<file path="src/rtl/ifq_pkg.sv">
// ifq_pkg: shared entry type, PC step and counter-width helper for the instruction-fetch queue
package ifq_pkg;
    localparam logic [31:0] PC_STEP = 32'd4;
    typedef struct packed {
        logic [31:0] pc;
        logic [31:0] inst;
    } ifq_entry_t;
    function automatic int ifq_cnt_w(input int depth);
        return $clog2(depth + 1);
    endfunction
endpackage

</file>
<file path="src/rtl/ifq_fifo.sv">
// ifq_fifo: DEPTH-entry circular FIFO of {pc, inst} entries with flush
// Ports: clk, reset_b (async active-low); i_push/i_entry write the tail,
// i_pop retires the head, i_flush empties the queue (wins over push/pop);
// o_head/o_valid present the head entry (zero when empty), o_count is occupancy.
module ifq_fifo
    import ifq_pkg::*;
#(
    parameter int DEPTH = 4,
    localparam int CW = ifq_cnt_w(DEPTH),
    localparam int PW = $clog2(DEPTH)
) (
    input  logic            clk,
    input  logic            reset_b,
    input  logic            i_push,
    input  ifq_entry_t      i_entry,
    input  logic            i_pop,
    input  logic            i_flush,
    output ifq_entry_t      o_head,
    output logic            o_valid,
    output logic [CW-1:0]   o_count
);
    ifq_entry_t    r_mem [DEPTH];
    logic [PW-1:0] r_wr;
    logic [PW-1:0] r_rd;
    logic [CW-1:0] r_count;
    // pointers wrap naturally because DEPTH is a power of two
    always_ff @(posedge clk or negedge reset_b) begin
        if (!reset_b) begin
            r_wr    <= '0;
            r_rd    <= '0;
            r_count <= '0;
        end else if (i_flush) begin
            r_wr    <= '0;
            r_rd    <= '0;
            r_count <= '0;
        end else begin
            if (i_push) r_wr <= r_wr + PW'(1);
            if (i_pop) r_rd <= r_rd + PW'(1);
            r_count <= r_count + CW'(i_push) - CW'(i_pop);
        end
    end
    always_ff @(posedge clk) begin
        if (i_push && !i_flush) r_mem[r_wr] <= i_entry;
    end
    assign o_valid = r_count != '0;
    // head is forced to zero when empty so stale storage never reaches the core
    assign o_head  = o_valid ? r_mem[r_rd] : '0;
    assign o_count = r_count;
    a_no_overflow: assert property (@(posedge clk) disable iff (!reset_b)
        !(i_push && !i_pop && !i_flush && r_count == CW'(DEPTH)));
    a_no_underflow: assert property (@(posedge clk) disable iff (!reset_b)
        !(i_pop && r_count == '0));
endmodule

</file>
<file path="src/rtl/ifetch_queue.sv">
// ifetch_queue: sequential instruction fetch with credit-limited requests, in-order responses and redirect flush
// Ports: clk, reset_b (async active-low); redirect_valid/redirect_pc restart fetch;
// mem_req_valid/mem_req_addr/mem_req_ready form the request channel;
// mem_rsp_valid/mem_rsp_data return words in request order (never back-pressured);
// inst_valid/inst/inst_pc/inst_ready deliver buffered instructions to the core.
module ifetch_queue
    import ifq_pkg::*;
#(
    parameter int DEPTH           = 4,
    parameter int IMEM_ADDR_WIDTH = 10
) (
    input  logic                       clk,
    input  logic                       reset_b,
    input  logic                       redirect_valid,
    input  logic [31:0]                redirect_pc,
    output logic                       mem_req_valid,
    output logic [IMEM_ADDR_WIDTH-1:0] mem_req_addr,
    input  logic                       mem_req_ready,
    input  logic                       mem_rsp_valid,
    input  logic [31:0]                mem_rsp_data,
    output logic                       inst_valid,
    output logic [31:0]                inst,
    output logic [31:0]                inst_pc,
    input  logic                       inst_ready
);
    localparam int CW = ifq_cnt_w(DEPTH);
    localparam logic [CW:0] LIMIT = (CW + 1)'(DEPTH);
    logic [31:0]   r_fetch_pc;
    logic [31:0]   r_rsp_pc;
    logic [CW-1:0] r_outstanding;
    logic [CW-1:0] r_drop;
    logic [CW-1:0] w_count;
    logic [CW-1:0] w_live;
    logic [31:0]   w_target;
    logic          w_accept;
    logic          w_keep;
    logic          w_pop;
    logic          w_unused;
    ifq_entry_t    w_head;
    ifq_entry_t    w_push_entry;
    assign w_target = {redirect_pc[31:2], 2'b00};
    assign w_unused = &{1'b0, redirect_pc[1:0]};
    // buffered + in-flight never exceeds DEPTH, so every kept response has a free slot
    assign mem_req_valid = !redirect_valid && (({1'b0, w_count} + {1'b0, r_outstanding}) < LIMIT);
    assign mem_req_addr  = r_fetch_pc[IMEM_ADDR_WIDTH-1:0];
    assign w_accept      = mem_req_valid && mem_req_ready;
    assign w_keep        = mem_rsp_valid && (r_drop == '0) && !redirect_valid;
    assign w_pop         = inst_valid && inst_ready;
    // responses still in flight after a redirect are stale and must be dropped
    assign w_live        = r_outstanding - CW'(mem_rsp_valid);
    assign w_push_entry  = '{pc: r_rsp_pc, inst: mem_rsp_data};
    always_ff @(posedge clk or negedge reset_b) begin
        if (!reset_b) begin
            r_fetch_pc    <= '0;
            r_rsp_pc      <= '0;
            r_outstanding <= '0;
            r_drop        <= '0;
        end else if (redirect_valid) begin
            r_fetch_pc    <= w_target;
            r_rsp_pc      <= w_target;
            r_outstanding <= w_live;
            r_drop        <= w_live;
        end else begin
            if (w_accept) r_fetch_pc <= r_fetch_pc + PC_STEP;
            if (w_keep) r_rsp_pc <= r_rsp_pc + PC_STEP;
            r_outstanding <= r_outstanding + CW'(w_accept) - CW'(mem_rsp_valid);
            if (mem_rsp_valid && r_drop != '0) r_drop <= r_drop - CW'(1);
        end
    end
    ifq_fifo #(.DEPTH(DEPTH)) u_fifo (
        .clk     (clk),
        .reset_b (reset_b),
        .i_push  (w_keep),
        .i_entry (w_push_entry),
        .i_pop   (w_pop),
        .i_flush (redirect_valid),
        .o_head  (w_head),
        .o_valid (inst_valid),
        .o_count (w_count)
    );
    assign inst    = w_head.inst;
    assign inst_pc = w_head.pc;
endmodule
</file>
<file path="config.mk">
export PLATFORM = sky130hd
export DESIGN_NAME = ifetch_queue
export DESIGN_NICKNAME = d
export VERILOG_FILES = /design/src/rtl/ifq_pkg.sv /design/src/rtl/ifq_fifo.sv /design/src/rtl/ifetch_queue.sv
export SDC_FILE = /design/constraint.sdc
export NUM_CORES = 1
export LEC_CHECK = 0
export ABC_AREA = 1
export CELL_PAD_IN_SITES_DETAIL_PLACEMENT = 0
export CELL_PAD_IN_SITES_GLOBAL_PLACEMENT = 2
export CORE_UTILIZATION = 35
export DETAILED_ROUTE_END_ITERATION = 12
export PLACE_DENSITY_LB_ADDON = 0.1
export SLEW_MARGIN = 30
export SYNTH_ARGS = -nofsm -noshare
export SYNTH_HDL_FRONTEND = slang
export SYNTH_SLANG_ARGS = --single-unit
</file>
<file path="constraint.sdc">
create_clock -name clk -period 5.6 [get_ports clk]
set_input_delay 0.56 -clock clk [delete_from_list [all_inputs] [get_ports clk]]
set_output_delay 0.56 -clock clk [all_outputs]
set_load 0.05 [all_outputs]
</file>
# Word-level counts from Yosys, hierarchy flattened
# Memory sizes are Yosys's and may differ from the RTL's.
# Cells that the tools add are included.
[classes]
add_sub_neg = 11
multipliers = 0
n_div = 0
n_lt_le_gt_ge = 1
n_eq_ne = 0
n_shift = 0
muxes = 15
bitwise = 0
reduce_logical = 15
[ops]
columns = ["op", "count"]
rows = [
  ["$mux W32", 4],
  ["$add A32 B3 Y32 const B", 2],
  ["$mux W64", 1],
  ["$mux W3", 4],
  ["$sub A3 B1 Y3", 3],
  ["$mux W2", 4],
  ["$reduce_bool A2 Y1", 4],
  ["$logic_and A1 B1 Y1", 7],
  ["$add A3 B1 Y3", 2],
  ["$reduce_bool A3 Y1", 2],
  ["$add A2 B1 Y2 const B", 2],
  ["$add A3 B3 Y4", 1],
  ["$lt A4 B3 Y1 const B", 1],
  ["$logic_not A3 Y1", 1],
  ["$sub A3 B1 Y3 const B", 1],
  ["$mux W1", 2],
  ["$logic_not A1 Y1", 1],
]
[totals]
ff_bits = 77
latchBits = 0
mem_bits_rw = 256
rom_bits = 0
inputBits = 70
output_inout_bits = 76
n_memories = 1
[mem_list]
columns = ["name", "words", "word_bits", "read_ports", "rd_ports_with_merged_regs", "write_ports", "line", "rtl"]
rows = [
  ["u_fifo.r_mem", 4, 64, 1, 0, 1, "ifq_fifo.sv:22", "ifq_entry_t r_mem [DEPTH];"],
]

# Logic depth before layout (Yosys ltp)
# Gate-level depths: netlist of the first run.
[depth]
ltp_word = 7
depth_mapped = 13

# By module
# A second synthesis of the first run with hierarchy kept.
[unflattened]
cells_unflattened = 1514
area_unflattened_um2 = 14929.3
[modules_own_cells]
columns = ["module", "instances", "cells_each", "area_per_inst_um2", "seq_area_each_um2"]
rows = [
  ["ifq_fifo", 1, 1065, 11796.3, 7862.5],
  ["ifetch_queue", 1, 449, 3133.0, 1101.1],
]

# Least setup slack after synthesis of the first run
# No wires, ideal clock.
[synth_path]
path_kind = "register to register"
from = "register r_drop[0]"
to = "memory u_fifo.r_mem[0][0] in the netlist's numbering, enable pin"
setup_time_ps = 482
t_arrival_ps = 3714
required_time_ps = 5118
setup_slack_ps = 1404
stages_incl_launch_ff = 8
path_buffers = 1
synth_period_minus_slack_ps = 4196
cell_sequence = "dfrtp_1 -> inv_1 -> ha_1 -> nand3_2 -> nor2_4 -> inv_2 -> buf_2 -> nor2_1"
[synth_via]
elab_chain_cells = 6
[synth_lines]
columns = ["element", "line", "rtl"]
rows = [
  ["from (decl)", "ifetch_queue.sv:31", "logic [CW-1:0] r_drop;"],
  ["from (signal assigned)", "ifetch_queue.sv:62", "r_drop <= w_live;"],
  ["from (signal assigned)", "ifetch_queue.sv:67", "if (mem_rsp_valid && r_drop != '0) r_drop <= r_drop - CW'(1);"],
  ["$logic_not A3 Y1", "ifetch_queue.sv:47", "assign w_keep = mem_rsp_valid && (r_drop == '0) && !redirect_valid;"],
  ["$logic_and A1 B1 Y1 (2 in a row)", "ifetch_queue.sv:47", ""],
  ["$logic_and A1 B1 Y1", "ifq_fifo.sv:43", "if (i_push && !i_flush) r_mem[r_wr] <= i_entry;"],
  ["$mux W1", "ifq_fifo.sv:43", ""],
  ["$mux W1 (not written as such)", "ifq_fifo.sv:43", ""],
  ["to (decl)", "ifq_fifo.sv:22", ""],
]
# No other way between the ends.

# Final worst setup path of the first run
[layout_path]
from = "register u_fifo.r_rd[0]"
to = "output port inst_pc[27]"
[layout_via]
elab_chain_cells = 2
[layout_lines]
columns = ["element", "line", "rtl"]
rows = [
  ["from (decl)", "ifq_fifo.sv:24", "logic [PW-1:0] r_rd;"],
  ["from (signal assigned)", "ifq_fifo.sv:38", "if (i_pop) r_rd <= r_rd + PW'(1);"],
  ["$mem_v2 Z4 W64", "--", ""],
  ["$mux W64", "ifq_fifo.sv:47", "assign o_head = o_valid ? r_mem[r_rd] : '0;"],
  ["to (decl)", "ifetch_queue.sv:23", "output logic [31:0] inst_pc,"],
]
# No other way between the ends.

==> results of run 1 <==
-- per-stage QoR --
stage | cell area [µm²] | std cells | setup WS [ns] | total power, mW | hold slack, ns
after floorplan | 13050 | 1240 | 1.404 | 4.631 | 0.2644
after global placement | 14930 | 1804 | 1.512 | 5.626 | 0.5481
after CTS | 16050 | 1866 | 1.001 | 7.874 | 0.2137
after global routing | 16080 | 1867 | 0.8438 | 8.164 | 0.2344
final | 16080 | 1867 | 1.093 | 7.758 | 0.1869
after detailed placement | 14930 | 1804 | 1.542 | 5.635 | 0.5561
-- power breakdown --
part	switching (mW)	total (mW)	internal (mW)
Combinational	1.91	2.74	0.828
Clock	0.863	2.21	1.35
Sequential	0.221	2.81	2.59
Total	3.00	7.76	4.76
-- final timing paths --
path | startpoint | to | cells after the start | slack [ns]
worst max-delay path | u_fifo.r_rd[0] | inst_pc[27] | 5 | 1.09
worst min-delay path | reset_b | r_fetch_pc[5] | 2 | 0.19
worst max register to register | r_drop[0] | u_fifo.r_mem[3][30] | 7 | 2.56
worst min register to register | r_drop[1] | r_drop[1] | 2 | 0.56
max in group asynchronous | reset_b | u_fifo.r_rd[0] | 2 | 4.82
min in group clk | r_drop[1] | r_drop[1] | 2 | 0.56
-- cells in the final DEF (no fill, tap or decap), types with 2 or more instances in the layout --
cell type        instances
a21oi_1                 73
a22oi_1                  2
a31oi_1                  7
buf_12                   3
buf_4                   14
bufinv_16                3
clkbuf_1                10
clkbuf_16               36
clkbuf_8                 2
clkdlybuf4s50_1        138
clkinv_1                 7
clkinv_2                 6
conb_1                   4
dfrtp_1                 49
edfxtp_1               248
fa_1                     2
ha_1                    16
inv_1                   51
inv_2                    5
nand2_1                162
nand2_2                  3
nand3_1                 48
nand3_2                  2
nand4_1                  3
nor2_1                 306
nor2_2                   5
nor2_4                   8
o211ai_1                 7
o21ai_0                149
o21ai_1                  2
o21bai_1                 2
or2_2                    4
xor2_1                   7
-- cell type report --
type | count | area, µm²
Fill cell | 3478 | 20530
Sequential cell | 299 | 8728
Multi-Input combinational cell | 820 | 3831
Timing Repair Buffer | 157 | 1579
Clock buffer | 48 | 965.9
Tap cell | 468 | 585.6
Inverter | 61 | 234.0
Clock inverter | 14 | 153.9
-- sequential cells by signal, summed over array words and instances, names as in the netlist --
register        flops
u_fifo.r_mem      248
r_rsp_pc           30
r_fetch_pc          8
r_drop              3
r_outstanding       3
u_fifo.o_count      3
u_fifo.r_rd         2
u_fifo.r_wr         2
-- cell families after synthesis --
kind of cell               Yosys count
xor gates and xnor gates             7
DFF                                299
AOI/OAI and AO/OA                  244
adders and majority gates           18
and+or+nand+nor                    547
other                                1
buffers and inverters              121
-- worst register-to-register path, cell delays in order (launching register included) --
cell	delay, ns
dfrtp_1	0.37
inv_1	0.10
ha_1	0.19
nand3_2	0.14
nor2_4	0.51
inv_2	0.31
nor2_4	0.56
buf_4	0.49
-- layer usage --
layer  routed length (µm)  global-route usage  share of wire  vias to the layer above
li1                     -                   -              -                     4505
met5                    0                   0              0                        -
met2                16500              0.3053           0.49                      164
met4                  441             0.03762          0.013                        0
met1                15370              0.2361           0.46                     4353
met3                 1272             0.02712          0.038                       35
==> results.ini, run 1 <==
[clock_tree]
cts_tree=done
cts_buffers=35
cts.clk_slew.worst_paths_ns=0.06
cts_resized=0
clock_latency_ns=0.51
cts_setup_buffers=0
cts.sink_count=299
clk_path_buf_depth=3
cts.htree.levels=2
ctsRootBufferMaster=clkbuf_16
ctsHoldBuffers=0

[min_path]
hold_class=input pin to async pin

[synth]
postSynthAreaPerCell_um2=10.54
synth_seq_area_share=0.6690
yosys-top-cells-count=nor2_1, edfxtp_1, nand2_1
async_flop_share=0.1706
syn_area_um2=13040
synth.most_common_cell=nor2_1
synthSimpleGateAreaFrac=0.1702
synthMuxAreaShare=0
syn_inst=1237
synth.distinct_cells=39
synth-edff-count=248
synth_flop_cell=edfxtp_1
synth_fa_ha_area_frac=0.01842
ys_warn_count=0
synth.largest_area_cell=edfxtp_1
ys_seq_elements=299
synth_compound_area_frac=0.09701
synth_top_family_by_area=simple AND/OR/NAND/NOR gates
synthXorXnorAreaFrac=0.004702
synth.area.top_cells=edfxtp_1, dfrtp_1, nor2_1
synth_top_area_frac=0.5711

[timing]
finalHoldViolations=0
fmax_mhz=221.9
clock-skew-final_ns=0.01392
finalCritPeriodShare=0.8049
worst_slew_pin_slew_ns=0.8105
relSlewSlack=0.4597
drv_slew=0
rsz0062_at_grt=no
setup_tns_ns=0
fin_crit_ns=4.507
setup_viol=0

[routing]
vias_per_cell=4.851
drc_errors=0
first_iter_violations=428
vias=9057
dr.pass1.iters=5
ant_nets=0
drt_wl_total_um=33580
wl_per_cell_um=17.99

[setup_path]
slowest_stage=dfrtp_4
cp-end-kind=output pin
max_stage_delay_ns=0.87
start_kind=flop
path_class=flop to output pin
crit_chain=clkinv_2 > buf_4 > o21ai_0 > a21oi_1 > clkdlybuf4s50_1
path_max_fanout=58
arrival_ns=3.95
cp_data_required_time_ns=5.04
crit_buf_inv=3
path_delay_family=buffers and inverters

[placement]
gp_congestion=0.7460
hpwlAfterDp_um=20080
io_buffers=139

[grt]
grt_overflow=0
first_global_vias=8887
grt.total_usage=0.1772
grt_max_degree=70
antenna_found_initial=0
grt_pass1_wl_um=51780

[job]
cap_violations=0

[floorplanning]
dieArea_um2=38030
start_util=0.3562
rows=70
die_w_um=195.0
io_pins=146
core-area_um2=36610
fp.dieH_um=195.0

[cells_and_area]
final_nets=1462
drive_above_1_share=0.07148
area_growth_syn_to_layout_pct=23.30
utilization=0.4392
antenna_cells=0

[pwr]
p_leak_nw=5.800
powerDensity_nw_per_um2=482.5
ir_drop_uv=195.4

[run_status]
status=finished clean

Power figures use the tool's default switching activity.
==> run 2, diff against run 1 <==
==> constraint.sdc (replaced) <==
create_clock -name clk -period 4.5 [get_ports clk]
set_input_delay 0.45 -clock clk [delete_from_list [all_inputs] [get_ports clk]]
set_output_delay 0.45 -clock clk [all_outputs]
set_load 0.05 [all_outputs]
==> run 2 against run 1 <==
Against the previous run:
- clock skew about the same
- final cell count grew 0.43%
- clock power up 24%
- critical path depth stayed put
- utilization is 0.12 points higher
- total power is 24% higher
- setup slack worse by 0.65 ns
- first-iteration DRC count decreased by 8.2%
- combinational power rose by 26%
==> results.ini, run 2 (same netlist as run 1, synthesis figures left out) <==
[setup_path]
path_class=flop to output pin
r2r_end=r_outstanding[2]
timing.rr.start=r_outstanding[2]
cp_data_required_time_ns=4.05
path_max_fanout=60
r2r_setup_slack_ns=1.74
start_kind=flop
worstRegToRegCells=10
slowest_stage=clkinv_2
max_stage_delay_ns=0.76
cp-end-kind=output pin
crit_chain=clkinv_2 > buf_4 > o21ai_0 > a21oi_1 > clkdlybuf4s50_1
arrival_ns=3.61

[timing]
fmax_mhz=246.3
finalCritPeriodShare=0.9021
clock-skew-final_ns=0.01410
setup_viol=0
rsz0062_at_grt=no
drv_slew=0
relSlewSlack=0.3824
finalHoldViolations=0
worst_slew_pin_slew_ns=0.9264
fin_crit_ns=4.060
setup_tns_ns=0

[cells_and_area]
area_growth_syn_to_layout_pct=23.62
largest_register=u_fifo.r_mem
drive_above_1_share=0.07960
final_nets=1469
antenna_cells=0
mostFrequentLayoutCell=nor2_1
final_cell_mix=nor2_1, edfxtp_1, nand2_1, o21ai_0, clkdlybuf4s50_1
largestRegisters=u_fifo.r_mem (248), r_rsp_pc (30), r_fetch_pc (8)
utilization=0.4403
largest_register_ffs=248

[routing]
first_iter_violations=393
vias=9000
drt_wl_total_um=33380
vias_per_cell=4.800
dr.pass1.iters=4
wl_per_cell_um=17.80
ant_nets=0
drc_errors=0

[placement]
hpwlAfterDp_um=20610
gp_congestion=0.7517
io_buffers=139

[clock_tree]
cts.htree.levels=2
ctsRootBufferMaster=clkbuf_16
clk_path_buf_depth=3
cts_setup_buffers=0
cts_buffers=35
clock_latency_ns=0.51
cts.clk_slew.worst_paths_ns=0.06
cts_tree=done
cts.sink_count=299

[pwr]
p_leak_nw=5.840
powerDensity_nw_per_um2=598.4
ir_drop_uv=273.8

[grt]
grt.total_usage=0.1762
grt_overflow=0
grt_pass1_wl_um=51210
first_global_vias=8707
grt_max_degree=63
antenna_found_initial=0

[floorplanning]
die_w_um=195.0
fp.dieH_um=195.0
dieArea_um2=38030
io_pins=146
start_util=0.3562
rows=70
core-area_um2=36610

[run_status]
status=finished clean

[min_path]
hold_class=input pin to async pin

[job]
cap_violations=0

-- run 2: cell types whose count changed in the layout (fill, tap and decap cells not counted), sizes merged --
cell         change
clkinvlp         +1
bufinv           -1
clkinv           +4
dlygate4sd3      +1
buf              +6
clkbuf           -3
-- run 2: how the worst max path moves through the flow --
stage                         startpoint                  to  slack, ns  cells after the start
final                     u_fifo.r_rd[0]         inst_pc[20]       0.44                      5
after global routing      u_fifo.r_rd[0]         inst_pc[20]       0.16                      5
after CTS                 u_fifo.r_rd[0]             inst[6]       0.32                      5
after detailed placement  u_fifo.r_rd[0]             inst[6]       0.88                      5
after global placement    u_fifo.r_rd[0]             inst[6]       0.92                      5
after floorplan                r_drop[0]  u_fifo.r_mem[0][0]       0.30                      7
-- run 2: metrics by stage --
step	hold slack, ns	setup WS, ns	total power [mW]	instances	area [µm²]
2_1_floorplan	0.1544	0.3041	5.762	1240	13050
3_3_place_gp	0.4804	0.9162	7.020	1811	14990
3_5_place_dp	0.4832	0.8821	7.027	1811	14990
4_1_cts	0.4712	0.3211	9.788	1875	16120
5_1_grt	0.4920	0.1645	10.13	1875	16120
6_report	0.4686	0.4404	9.646	1875	16120
-- run 2: critical path: cells and delay by family, from the launching register on --
family	cells	cell delay (ns)
AO/OA/AOI/OAI	2	0.33
flip-flops	1	0.73
buffers and inverters	3	2.01
-- run 2: power by group --
| part | switching, mW | internal (mW) |
|---|---|---|
| Sequential | 0.247 | 3.22 |
| Clock | 1.08 | 1.65 |
| Combinational | 2.41 | 1.04 |
| Total | 3.74 | 5.91 |
-- run 2: layout make-up --
cell class,count,area (µm²)
multi-input cells,820,3831
clock buffers,45,975.9
fillers,3507,20490
flip-flops and latches,299,8728
well taps,468,585.6
inverters,61,231.5
repair buffers,164,1627
clock inverters,18,141.4
-- run 2: repair_timing --
item | in CTS | in global routing
resized for setup | 0 | 0
endpoints found under the hold margin | 20 | 0
endpoints found under the setup margin | 0 | 0
hold buffers | 1 | 0
-- run 2: routing by layer --
layer / vias up / GRT usage / share of wire
met3: 34 / 0.02383 / 0.032
met5: - / 0 / 0
met2: 145 / 0.2984 / 0.48
met1: 4320 / 0.2383 / 0.47
met4: 0 / 0.04462 / 0.015
li1: 4501 / - / -
